File: src/rtl/proc_controller.sv
// =============================================================================
// Module   : proc_controller
// Summary  : Multi-cycle Init/Fetch/Decode/Execute control unit for the 16-bit
//            teaching processor. Holds PC and IR and drives ROM, data-memory,
//            register-file and ALU controls. Optional JMP support is enabled
//            by defining PROC_CTRL_JUMP_EN.
// Revision : 1.0 - initial release
// =============================================================================
`default_nettype none

module proc_controller #(
    parameter int              PC_W    = 8,
    parameter logic [PC_W-1:0] INIT_PC = 8'h00
) (
    input  logic            Clk,
    input  logic            Reset,
    input  logic [15:0]     Instr,
    output logic [PC_W-1:0] I_Addr,
    output logic [15:0]     IR_Out,
    output logic [PC_W-1:0] PC_Out,
    output logic [3:0]      StateO,
    output logic [7:0]      D_Addr,
    output logic            D_Wr,
    output logic            RF_s,
    output logic [3:0]      RF_W_Addr,
    output logic            RF_W_en,
    output logic [3:0]      RF_Ra_Addr,
    output logic [3:0]      RF_Rb_Addr,
    output logic [2:0]      ALU_s0
);

    typedef enum logic [3:0] {
        S_INIT   = 4'd0,
        S_FETCH  = 4'd1,
        S_DECODE = 4'd2,
        S_NOOP   = 4'd3,
        S_LOADA  = 4'd4,
        S_LOADB  = 4'd5,
        S_STORE  = 4'd6,
        S_ADD    = 4'd7,
        S_SUB    = 4'd8,
        S_HALT   = 4'd9,
        S_JUMP   = 4'd10
    } state_t;

    state_t            r_state;
    state_t            w_next_state;
    logic [PC_W-1:0]   r_pc;
    logic [15:0]       r_ir;

    logic [3:0]        w_op;
    logic [3:0]        w_ra;
    logic [3:0]        w_rb;
    logic [3:0]        w_rc;
    logic [7:0]        w_addr;

    assign w_op   = r_ir[15:12];
    assign w_ra   = r_ir[11:8];
    assign w_rb   = r_ir[7:4];
    assign w_rc   = r_ir[3:0];
    assign w_addr = r_ir[7:0];

    always_ff @(posedge Clk or posedge Reset) begin
        if (Reset) begin
            r_state <= S_INIT;
            r_pc    <= INIT_PC;
            r_ir    <= 16'h0000;
        end else begin
            r_state <= w_next_state;
            if (r_state == S_FETCH) begin
                r_ir <= Instr;
                r_pc <= r_pc + 1'b1;
            end
`ifdef PROC_CTRL_JUMP_EN
            // Jump target is taken as the PC leaves the Jump state.
            else if (r_state == S_JUMP) begin
                r_pc <= PC_W'(w_addr);
            end
`endif
        end
    end

    always_comb begin
        w_next_state = S_INIT;
        case (r_state)
            S_INIT:   w_next_state = S_FETCH;
            S_FETCH:  w_next_state = S_DECODE;
            S_DECODE: begin
                case (w_op)
                    4'd1:    w_next_state = S_STORE;
                    4'd2:    w_next_state = S_LOADA;
                    4'd3:    w_next_state = S_ADD;
                    4'd4:    w_next_state = S_SUB;
                    4'd5:    w_next_state = S_HALT;
`ifdef PROC_CTRL_JUMP_EN
                    4'd6:    w_next_state = S_JUMP;
`endif
                    default: w_next_state = S_NOOP;
                endcase
            end
            S_LOADA:  w_next_state = S_LOADB;
            S_HALT:   w_next_state = S_HALT;
            S_NOOP, S_LOADB, S_STORE, S_ADD, S_SUB, S_JUMP:
                      w_next_state = S_FETCH;
            default:  w_next_state = S_INIT;
        endcase
    end

    // Moore outputs: depend only on the current state and IR.
    always_comb begin
        D_Addr     = 8'h00;
        D_Wr       = 1'b0;
        RF_s       = 1'b0;
        RF_W_Addr  = 4'h0;
        RF_W_en    = 1'b0;
        RF_Ra_Addr = 4'h0;
        RF_Rb_Addr = 4'h0;
        ALU_s0     = 3'd0;
        case (r_state)
            S_LOADA: begin
                D_Addr = w_addr;
                RF_s   = 1'b1;
            end
            S_LOADB: begin
                D_Addr    = w_addr;
                RF_s      = 1'b1;
                RF_W_Addr = w_ra;
                RF_W_en   = 1'b1;
            end
            S_STORE: begin
                D_Addr     = w_addr;
                RF_Ra_Addr = w_ra;
                D_Wr       = 1'b1;
            end
            S_ADD, S_SUB: begin
                RF_Ra_Addr = w_ra;
                RF_Rb_Addr = w_rb;
                RF_W_Addr  = w_rc;
                RF_W_en    = 1'b1;
                ALU_s0     = (r_state == S_ADD) ? 3'd1 : 3'd2;
            end
            default: ;
        endcase
    end

    assign I_Addr = r_pc;
    assign PC_Out = r_pc;
    assign IR_Out = r_ir;
    assign StateO = r_state;

endmodule

`default_nettype wire

File: config.mk
export PLATFORM = sky130hd
export DESIGN_NAME = proc_controller
export DESIGN_NICKNAME = d
export VERILOG_FILES = /design/src/rtl/proc_controller.sv
export SDC_FILE = /design/constraint.sdc
export NUM_CORES = 1
export LEC_CHECK = 0
export BUFFER_PORTS_ARGS = -buffer_cell sky130_fd_sc_hd__buf_2
export CAP_MARGIN = 40
export CORE_MARGIN = 4
export CORE_UTILIZATION = 41
export CTS_CLUSTER_DIAMETER = 50
export DETAILED_ROUTE_END_ITERATION = 10
export PLACE_DENSITY_LB_ADDON = 0.3
export SLEW_MARGIN = 20
export SYNTH_ARGS = -nofsm -noshare
export SYNTH_HDL_FRONTEND = slang
export SYNTH_SLANG_ARGS = --single-unit
File: constraint.sdc
create_clock -name Clk -period 1.6 [get_ports Clk]
set_input_delay 0.08 -clock Clk [delete_from_list [all_inputs] [get_ports Clk]]
set_output_delay 0.08 -clock Clk [all_outputs]
set_load 0.02 [all_outputs]
## After elaboration in Yosys (flattened, before gate mapping)

Cells that the tools add are included.
Widths: inputs -> output; s select.

- Word-level logic and storage cells: 37
- Register bits: 28

- Add/subtract/negate cells: 1
- Eq/ne operators: 15
- Mux-type cells: 11
- Reduce and logical (&&, ||, !) cells: 7

Operators with widths:

| kind | number |
|---|---|
| $pmux 4 s5 | 2 |
| $eq 4x3->1 const B | 6 |
| $eq 4x2->1 const B | 4 |
| $eq 4x4->1 const B | 3 |
| $reduce_or 3->1 | 3 |
| $add 8x1->8 const B | 1 |
| $eq 4x1->1 const B | 2 |
| $mux 4 | 2 |
| $mux 8 | 1 |
| $pmux 4 s2 | 1 |
| $reduce_or 7->1 | 1 |
| $logic_not 4->1 | 1 |
| $mux 2 | 2 |
| $reduce_or 2->1 | 2 |
| $mux 1 | 3 |

## Longest topological paths before layout

Gate-level depths: netlist of the first run.

- Word-level depth: 3
- Mapped depth: 5
- Depth with buffers taken out: 3

## Worst setup path before layout of the first run

OpenSTA, ideal clock, no wires.

- Kind: register to output
- From: register r_state[2], in the netlist StateO[2]
- To: output port RF_W_Addr[3]
- Slack: -131 ps
- Required time: 1520 ps
- Path buffers: 1
- Cell stages (with the launch flop): 5
- Arrival time: 1651 ps
- Cells stage by stage: dfrtp_1 > buf_2 > nor4b_4 > o21bai_1 > a32o_1

- Cells in the longest elaborated chain, start to end: 3
- Elaborated cells on any way between the ends: 5
- Those cells by class: 3 x eq/ne; 1 x mux; 1 x reduce/logical

RTL lines:

| what | RTL line | RTL |
|---|---|---|
| start, declared | 46 | `state_t r_state;` |
| start signal, assigned | 69 | `r_state <= w_next_state;` |
| $eq 4x3->1 or $eq 4x4->1 (tied branches) | 119 | `case (r_state)` |
| $reduce_or 2->1 | 119 |  |
| $pmux 4 s2 * | 119 |  |
| end, declared | 25 | `output logic [3:0] RF_W_Addr,` |

Every way passes the cells marked *; elsewhere a longest branch is shown, timed or not.

## Worst setup path in the final report of the first run

- From: register r_state[3], in the netlist StateO[3]
- To: output port RF_W_Addr[2]

Same word-level chain as after synthesis.

==> out/metrics.yaml, run 1 <==
logic_synthesis:
  synth_top_cell_by_area: "dfrtp_1"
  syn_area_per_cell_um2: 11.0
  netlist_instances: 143
  ys_warn_count: 0
  yosysTopAreaCellShare_pct: 44.6
  synth_top_family_by_area: "simple AND/OR/NAND/NOR gates"
  synthAdderAreaFrac_pct: 0.796
  synthSimpleGateAreaFrac_pct: 20.5
  syn_nets: 162
  ys_seq_elements: 28
  ys_types: 37
  synth_compound_area_share_pct: 7.40
  ys_seq_area_share_pct: 44.6
  synthTopCellsByArea: "dfrtp_1, mux2_2, buf_4, and2_1, and3_1"
  syn_area_um2: 1570
  yosys.area_share.xor_xnor_pct: 4.46
  synth.area.mux_share_pct: 13.4
clock_network:
  clk_pin_slew_worst_paths_ps: 90
  cts.sinks: 28
  cts_root_buffer: "clkbuf_8"
  cts_max_level: 1
  cts_buffers: 3
  cts_tree: "built"
  insertion_delay_ps: 270
  clockBufferDepth: 2
timing:
  max_freq_mhz: 572
  hold_viol: 0
  setup_violations: 14
  whs_ps: 17.5
  final.setup_skew_ps: 1.64
  fin_crit_sh_pct: 109
  period_needed_ps: 1750
  timing.final.ws_setup_ps: -149
  slew_violations: 0
  grt_setup_unrepaired: "yes"
global_route:
  grt_pass1_vias: 1360
  antenna_found_initial: 0
  grt_remaining_overflow: 0
  grt_max_degree: 29
  grt_usage_pct: 15.7
  grt_pass1_wl_um: 6370
worst_setup_path:
  r2r-start: "StateO[1]$_DFF_PP0_"
  r2r_setup_slack_ps: 30
  worst_setup_path_startpoint: "StateO[3]$_DFF_PP0_"
  path_max_fanout: 5
  cp.arrival_ps: 1670
  crit_end: "RF_W_Addr[2]"
  criticalPathCategory: "flop to primary output"
  cp.required_ps: 1520
  cp-end-kind: "primary output"
  reg2reg_depth: 5
  timing.rr.end: "IR_Out[2]$_DFFE_PP0N_"
  start_kind: "flop"
pwr:
  swShare_pct: 42.5
  internal_power_mw: 3.05
  p_seq_share_pct: 28.3
  power.density_nw_per_um2: 2120
  p_sw_mw: 2.25
  comb_power_share_pct: 61.3
  peakVddDrop_uv: 1190
  clock_power_share_pct: 10.4
  leakage_nw: 1.25
worst_hold_path:
  hp-class: "input port to flop"
  hp-start: "Instr[13]"
detailed_routing:
  wl_per_cell_um: 15.6
  vias_per_cell: 5.07
  dr.pass1.iters: 4
  wl_met1_um: 1860
  drt_iter0_markers: 73
  vias: 1420
  drc: 0
  met2_length_um: 2260
  highest_layer: "met4"
  totalWireLength_um: 4360
  wl_met3_um: 223
  ant_nets: 0
job:
  cap_violations: 0
outcome:
  status: "finished with violations"
  violations: "negative setup slack"
cells_and_area:
  layout_commonest_cell: "buf_2"
  final_cell_mix: "buf_2, buf_6, dfrtp_1"
  drive_gt1_share_pct: 65.1
  n_antenna_cell: 0
  finish.net_count: 252
  fin_util_pct: 67.6
  fin_cells: 280
  syn_to_final_growth_pct: 58.6
placement:
  placed_cells: 265
  dp_hpwl_um: 2870
  port_buffers: 78
  gp_congestion: 0.782
  pre_cts_ws_ps: 93.7
die:
  die_width_um: 69.9
  chipHeight_um: 69.9
  core_um2: 3690
  dieArea_um2: 4890
  num_io_pins: 80
  floorplan.initialDensity_pct: 42.6
  row_count: 22
## repair_timing
action,CTS,global route
hold buffers,1,0
resized for setup,36,45
gates cloned,0,3
endpoints found under the setup margin,23,37
hold endpoints to repair,28,0
pin swaps,9,7
buffers inserted,5,2
## sequential cells by signal (all words and copies together), names as in the netlist
| register | flops |
|---|---|
| StateO | 4 |
| IR_Out | 16 |
| I_Addr | 8 |
## cells by family (layout without fill, tap and decap cells)
kind of cell | after synthesis | in the layout
xor+xnor | 8 | 8
compound gates | 17 | 17
simple gates | 50 | 50
buf+inv | 19 | 108
other cells | 1 | 1
mux | 19 | 19
flops | 28 | 28
fa+ha+maj | 1 | 1
## stage by stage
| stage | power [mW] | setup TNS [ps] | cell area, um^2 |
|---|---|---|---|
| after CTS | 4.71 | -1290 | 2250 |
| after global placement | 3.94 | 0 | 2030 |
| after detailed placement | 3.97 | 0 | 2030 |
| after global routing | 5.60 | -2520 | 2490 |
| final | 5.30 | -1100 | 2490 |
| after floorplan | 3.23 | -1310 | 1610 |
## worst max-delay path, stage by stage, from the launching register on
cell and delay [ps]:
dfrtp_2 430, buf_6 130, and2b_2 270, nand2_1 170, o21ai_1 220, buf_4 180
## synthesized netlist by cell type (all sizes together)
master,count
dfrtp,28
mux2,16
buf,14
and2,9
and3,9
nand2,9
o21ai,7
xnor2,6
nor2,4
nor4b,4
clkbuf,3
mux2i,3
nand2b,3
nand3,3
a211oi,2
and4,2
inv,2
nand4,2
xor2,2
a21o,1
a21oi,1
a32o,1
a32oi,1
and2b,1
conb,1
ha,1
nor2b,1
nor3,1
nor3b,1
o211a,1
o211ai,1
o21bai,1
o311a,1
or2,1
## worst min path at each step
stage                                   to  cells past startpoint  slack, ps
finish              IR_Out[13]$_DFFE_PP0N_                      3         20
global placement     I_Addr[5]$_DFFE_PP0N_                      3        170
global route         IR_Out[9]$_DFFE_PP0N_                      2         30
detailed placement   I_Addr[5]$_DFFE_PP0N_                      3        160
CTS                 IR_Out[13]$_DFFE_PP0N_                      3         20
floorplan            IR_Out[0]$_DFFE_PP0N_                      1        150
## power by group through the flow
stage	Sequential, mW	Combinational (mW)	Clock (mW)
6_report	1.50	3.25	0.549
3_5_place_dp	1.49	2.48	0
5_1_grt	1.56	3.44	0.599
3_3_place_gp	1.48	2.46	0
2_1_floorplan	1.77	1.46	0
4_1_cts	1.47	2.68	0.561
## layer usage
metal | up-vias | track usage (%)
li1 | 677 | -
met1 | 699 | 19.9
met5 | - | 0
met3 | 2 | 3.17
met4 | 0 | 3.19
met2 | 42 | 27.6
## final cells by class
| type | instances | area (um^2) |
|---|---|---|
| clock buffers | 3 | 41.3 |
| well taps | 48 | 60.1 |
| flip-flops and latches | 28 | 706 |
| fillers | 278 | 1190 |
| clock inverters | 1 | 30.0 |
| multi-input cells | 96 | 868 |
| inverters | 2 | 7.51 |
| repair buffers | 102 | 782 |
Power figures use the tool's default switching activity.
==> run 2: changes to the inputs <==
--- a/config.mk
+++ b/config.mk
@@ -5,12 +5,12 @@
 export SDC_FILE = /design/constraint.sdc
 export NUM_CORES = 1
 export LEC_CHECK = 0
-export BUFFER_PORTS_ARGS = -buffer_cell sky130_fd_sc_hd__buf_2
 export CAP_MARGIN = 40
 export CORE_MARGIN = 4
-export CORE_UTILIZATION = 41
+export CORE_UTILIZATION = 56
 export CTS_CLUSTER_DIAMETER = 50
 export DETAILED_ROUTE_END_ITERATION = 10
+export DONT_BUFFER_PORTS = 1
 export PLACE_DENSITY_LB_ADDON = 0.3
 export SLEW_MARGIN = 20
 export SYNTH_ARGS = -nofsm -noshare
==> out/metrics.yaml, run 2 (synthesis gave the netlist of run 1 again) <==
detailed_routing:
  met2_length_um: 2400
  drc: 0
  vias_per_cell: 6.00
  ant_nets: 0
  wl_met3_um: 361
  vias: 1285
  totalWireLength_um: 4530
  dr.pass1.iters: 4
  wl_met1_um: 1740
  highest_layer: "met4"
  wl_per_cell_um: 21.2
  drt_iter0_markers: 74
pwr:
  leakage_nw: 0.986
  comb_power_share_pct: 52.9
  p_seq_share_pct: 37.0
  clock_power_share_pct: 10.0
  power.density_nw_per_um2: 2210
  internal_power_mw: 2.55
  swShare_pct: 46.1
  peakVddDrop_uv: 1640
  p_sw_mw: 2.19
timing:
  final.setup_skew_ps: 4.29
  hold_viol: 0
  slew_violations: 0
  whs_ps: 244
  timing.final.ws_setup_ps: -242
  fin_crit_sh_pct: 115
  grt_setup_unrepaired: "yes"
  max_freq_mhz: 543
  setup_violations: 22
  period_needed_ps: 1840
worst_setup_path:
  timing.rr.end: "IR_Out[14]$_DFFE_PP0N_"
  cp-end-kind: "primary output"
  r2r-start: "StateO[3]$_DFF_PP0_"
  cpPeakStageDelay_ps: 470
  r2r_setup_slack_ps: -70
  start_kind: "flop"
  cpMostUsedCell: "buf_4"
  reg2reg_depth: 5
  criticalPathCategory: "flop to primary output"
  cp.required_ps: 1520
  worst_setup_path_startpoint: "StateO[1]$_DFF_PP0_"
  path_max_fanout: 5
  cp.arrival_ps: 1760
  path_cells: "nor4b_4, buf_4, nand2_1, o21ai_1, buf_4"
  slowest_stage: "dfrtp_2"
job:
  cap_violations: 0
global_route:
  grt_max_degree: 29
  grt_remaining_overflow: 0
  antenna_found_initial: 0
  grt_pass1_wl_um: 5890
  grt_pass1_vias: 1265
  grt_usage_pct: 21.6
die:
  dieArea_um2: 3720
  row_count: 18
  die_width_um: 61.0
  num_io_pins: 80
  core_um2: 2570
  chipHeight_um: 61.0
  floorplan.initialDensity_pct: 61.3
placement:
  port_buffers: 0
  placed_cells: 180
  dpl-instance-area_um2: 1690
  gp_congestion: 0.840
  dp_hpwl_um: 2680
  pre_cts_ws_ps: 60.7
worst_hold_path:
  hp-class: "input port to asynchronous set/reset pin"
cells_and_area:
  syn_to_final_growth_pct: 36.4
  design_area_um2: 2140
  n_antenna_cell: 0
  finish.net_count: 204
  fin_cells: 214
  drive_gt1_share_pct: 47.3
  layout_commonest_cell: "buf_4"
  final_cell_mix: "buf_4, dfrtp_1, dlygate4sd3_1"
  largest_register_ffs: 16
clock_network:
  clk_pin_slew_worst_paths_ps: 160
  cts_root_buffer: "clkbuf_4"
  cts_tree: "built"
  cts.sinks: 28
  clockBufferDepth: 2
  insertion_delay_ps: 330
  cts_max_level: 1
  cts_buffers: 3
outcome:
  status: "finished with violations"
  violations: "negative setup slack"
run 2: repair_timing:
action,4_1_cts,5_1_grt
pin swaps,1,2
resized for setup,16,34
setup endpoints to repair,23,45
cloned,0,2
hold buffers,17,0
setup buffers,6,6
hold endpoints to repair,44,0
run 2: area by class of cell:
type / instances / area [um^2]
repair buffers: 54 / 467
multi-input cells: 96 / 875
flip-flops and latches: 28 / 706
clock inverters: 1 / 30.0
fillers: 127 / 423
well taps: 30 / 37.5
clock buffers: 3 / 22.5
inverters: 2 / 7.51
run 2: worst max path at each step:
stage                                  end  slack, ps  cells after the start
floorplan           IR_Out[10]$_DFFE_PP0N_       -100                      4
detailed placement     StateO[0]$_DFF_PP0_         60                      4
global placement    IR_Out[11]$_DFFE_PP0N_        130                      3
CTS                           RF_W_Addr[0]       -130                      5
global route                  RF_W_Addr[0]       -300                      5
finish                        RF_W_Addr[2]       -240                      5
run 2: worst max-delay path, delay by kind of cell (launching register included):
family / cells / cell delay, ps
buffers and inverters: 2 / 360
AND/OR/NAND/NOR: 2 / 480
AO/OA/AOI/OAI: 1 / 110
flip-flops: 1 / 470
run 2: per-stage QoR:
stage	setup TNS, ps	power [mW]	util, %
after floorplan	-1310	3.23	-
after global placement	0	3.54	65.9
after detailed placement	0	3.63	65.9
after CTS	-1020	4.24	77.3
after global routing	-3700	4.98	83.5
final	-2720	4.74	83.5
run 2: metal layers:
metal  GRT usage [%]  vias up
met5               0        -
met2            36.6       69
met1            27.7      635
met3            5.32        6
li1                -      575
met4            5.57        0
run 2: power groups by stage:
stage / clock (mW) / combinational, mW / sequential (mW)
2_1_floorplan: 0 / 1.46 / 1.77
3_3_place_gp: 0 / 1.79 / 1.75
3_5_place_dp: 0 / 1.84 / 1.78
4_1_cts: 0.471 / 2.04 / 1.73
5_1_grt: 0.505 / 2.66 / 1.81
6_report: 0.476 / 2.51 / 1.76
==> run 3: changes to the inputs <==
--- a/config.mk
+++ b/config.mk
@@ -7,7 +7,7 @@
 export LEC_CHECK = 0
 export CAP_MARGIN = 40
 export CORE_MARGIN = 4
-export CORE_UTILIZATION = 56
+export CORE_UTILIZATION = 30
 export CTS_CLUSTER_DIAMETER = 50
 export DETAILED_ROUTE_END_ITERATION = 10
 export DONT_BUFFER_PORTS = 1
==> constraint.sdc (replaced) <==
create_clock -name Clk -period 1.5 [get_ports Clk]
set_input_delay 0.075 -clock Clk [delete_from_list [all_inputs] [get_ports Clk]]
set_output_delay 0.075 -clock Clk [all_outputs]
set_load 0.02 [all_outputs]
==> out/metrics.yaml, run 3 (synthesis gave the netlist of run 1 again) <==
outcome:
  status: "finished with violations"
  violations: "negative setup slack"
global_route:
  antenna_found_initial: 0
  grt_usage_pct: 14.3
  grt_max_degree: 29
  grt_pass1_wl_um: 7150
  grt_remaining_overflow: 0
  grt_pass1_vias: 1406
worst_setup_path:
  start_kind: "flop"
  reg2reg_depth: 5
  r2r-start: "StateO[3]$_DFF_PP0_"
  criticalPathCategory: "flop to primary output"
  slowest_stage: "dfrtp_2"
  cp-end-kind: "primary output"
  path_max_fanout: 7
  cpPeakStageDelay_ps: 450
  cp.arrival_ps: 1580
  path_cells: "buf_12, and2b_2, a21o_1, and2_4"
  cp.required_ps: 1420
  r2r_setup_slack_ps: -130
  timing.rr.end: "IR_Out[5]$_DFFE_PP0N_"
clock_network:
  clockBufferDepth: 2
  cts_max_level: 1
  clk_pin_slew_worst_paths_ps: 90
  insertion_delay_ps: 270
  cts_buffers: 3
  cts_root_buffer: "clkbuf_8"
  cts.sinks: 28
  cts_tree: "built"
die:
  floorplan.initialDensity_pct: 30.8
  dieArea_um2: 6460
  core_um2: 5110
  die_width_um: 80.4
  row_count: 26
  num_io_pins: 80
  chipHeight_um: 80.4
detailed_routing:
  ant_nets: 0
  vias_per_cell: 5.00
  drc: 0
  vias: 1301
  totalWireLength_um: 4620
  dr.pass1.iters: 4
  drt_iter0_markers: 56
  wl_per_cell_um: 17.8
cells_and_area:
  syn_to_final_growth_pct: 57.1
  layout_commonest_cell: "buf_4"
  n_antenna_cell: 0
  final_cell_mix: "buf_4, dfrtp_1, dlygate4sd3_1"
  fill_cells: 487
  largest_register_ffs: 16
  finish.net_count: 210
  drive_gt1_share_pct: 55.3
timing:
  max_freq_mhz: 605
  final.setup_skew_ps: 4.91
  timing.final.ws_setup_ps: -154
  slew_violations: 0
  period_needed_ps: 1650
  setup_violations: 44
  fin_setup_tns_ps: -4500
  fin_crit_sh_pct: 110
  grt_setup_unrepaired: "yes"
  hold_viol: 0
pwr:
  peakVddDrop_uv: 1120
  leakage_nw: 1.09
  power_mw: 5.82
  power.density_nw_per_um2: 2350
worst_hold_path:
  hp-class: "input port to asynchronous set/reset pin"
placement:
  dp_hpwl_um: 3140
  port_buffers: 0
  gp_congestion: 0.720
job:
  cap_violations: 0
## run 3: cell count changes in the layout (fill, tap and decap cells not counted), moves of 4 or more
cell	delta
nand2_1	-4
clkbuf_8	+4
buf_4	-5
mux2_2	-6
mux2_4	+6
buf_6	+5
## run 3: power by group
part | switching (mW) | total [mW] | internal (mW)
sequential | 0.650 | 1.76 | 1.11
clock | 0.227 | 0.462 | 0.235
combinational | 1.63 | 3.60 | 1.97
## run 3: final cells by class
type	instances	area (um^2)	area share, %
Clock buffer	4	55.1	2.23
Inverter	2	7.51	0.304
Multi-Input combinational cell	96	970	39.2
Sequential cell	28	706	28.6
Tap cell	70	87.6	3.54
Timing Repair Buffer	60	646	26.1
## run 3: worst max-delay path by stage
stage                     slack, ps  cells past startpoint                endpoint           startpoint
after floorplan                -200                      4  IR_Out[10]$_DFFE_PP0N_  StateO[3]$_DFF_PP0_
after global placement           30                      3  IR_Out[10]$_DFFE_PP0N_  StateO[0]$_DFF_PP0_
after detailed placement        -30                      3  IR_Out[14]$_DFFE_PP0N_  StateO[0]$_DFF_PP0_
after CTS                      -200                      4            RF_W_Addr[3]  StateO[1]$_DFF_PP0_
after global routing           -220                      4            RF_W_Addr[3]  StateO[3]$_DFF_PP0_
final                          -150                      4           RF_Ra_Addr[3]  StateO[3]$_DFF_PP0_
## run 3: what timing repair did
action | in CTS | in global routing
gates cloned | 4 | 0
endpoints found under the setup margin | 41 | 49
endpoints found under the hold margin | 44 | 0
hold buffers | 17 | 0
pin swaps | 7 | 13
resized for setup | 33 | 28
buffers inserted | 10 | 3
## run 3: through the flow
stage	utilization, %	setup WS, ps	hold WS, ps	cells	instance area (um^2)
detailed placement	35.8	-32.3	64.0	223	1830
global placement	35.8	31.6	56.0	223	1830
finish	48.4	-154	303	260	2470
global route	48.4	-223	354	260	2470
CTS	45.9	-196	309	257	2340
floorplan	-	-200	140	143	1650
## run 3: layer usage
layer,wire (um),track usage (%),up-vias
met5,0,0,-
met4,40,3.55,0
met3,336,3.59,6
met2,2340,25.7,57
met1,1900,17.0,650
li1,-,-,588
## run 3: critical path: cells and delay by family, from the launching register on
family / cells / cell delay, ps
DFF: 1 / 450
AOI/OAI and AO/OA: 1 / 210
buffers and inverters: 1 / 150
and+or+nand+nor: 2 / 500
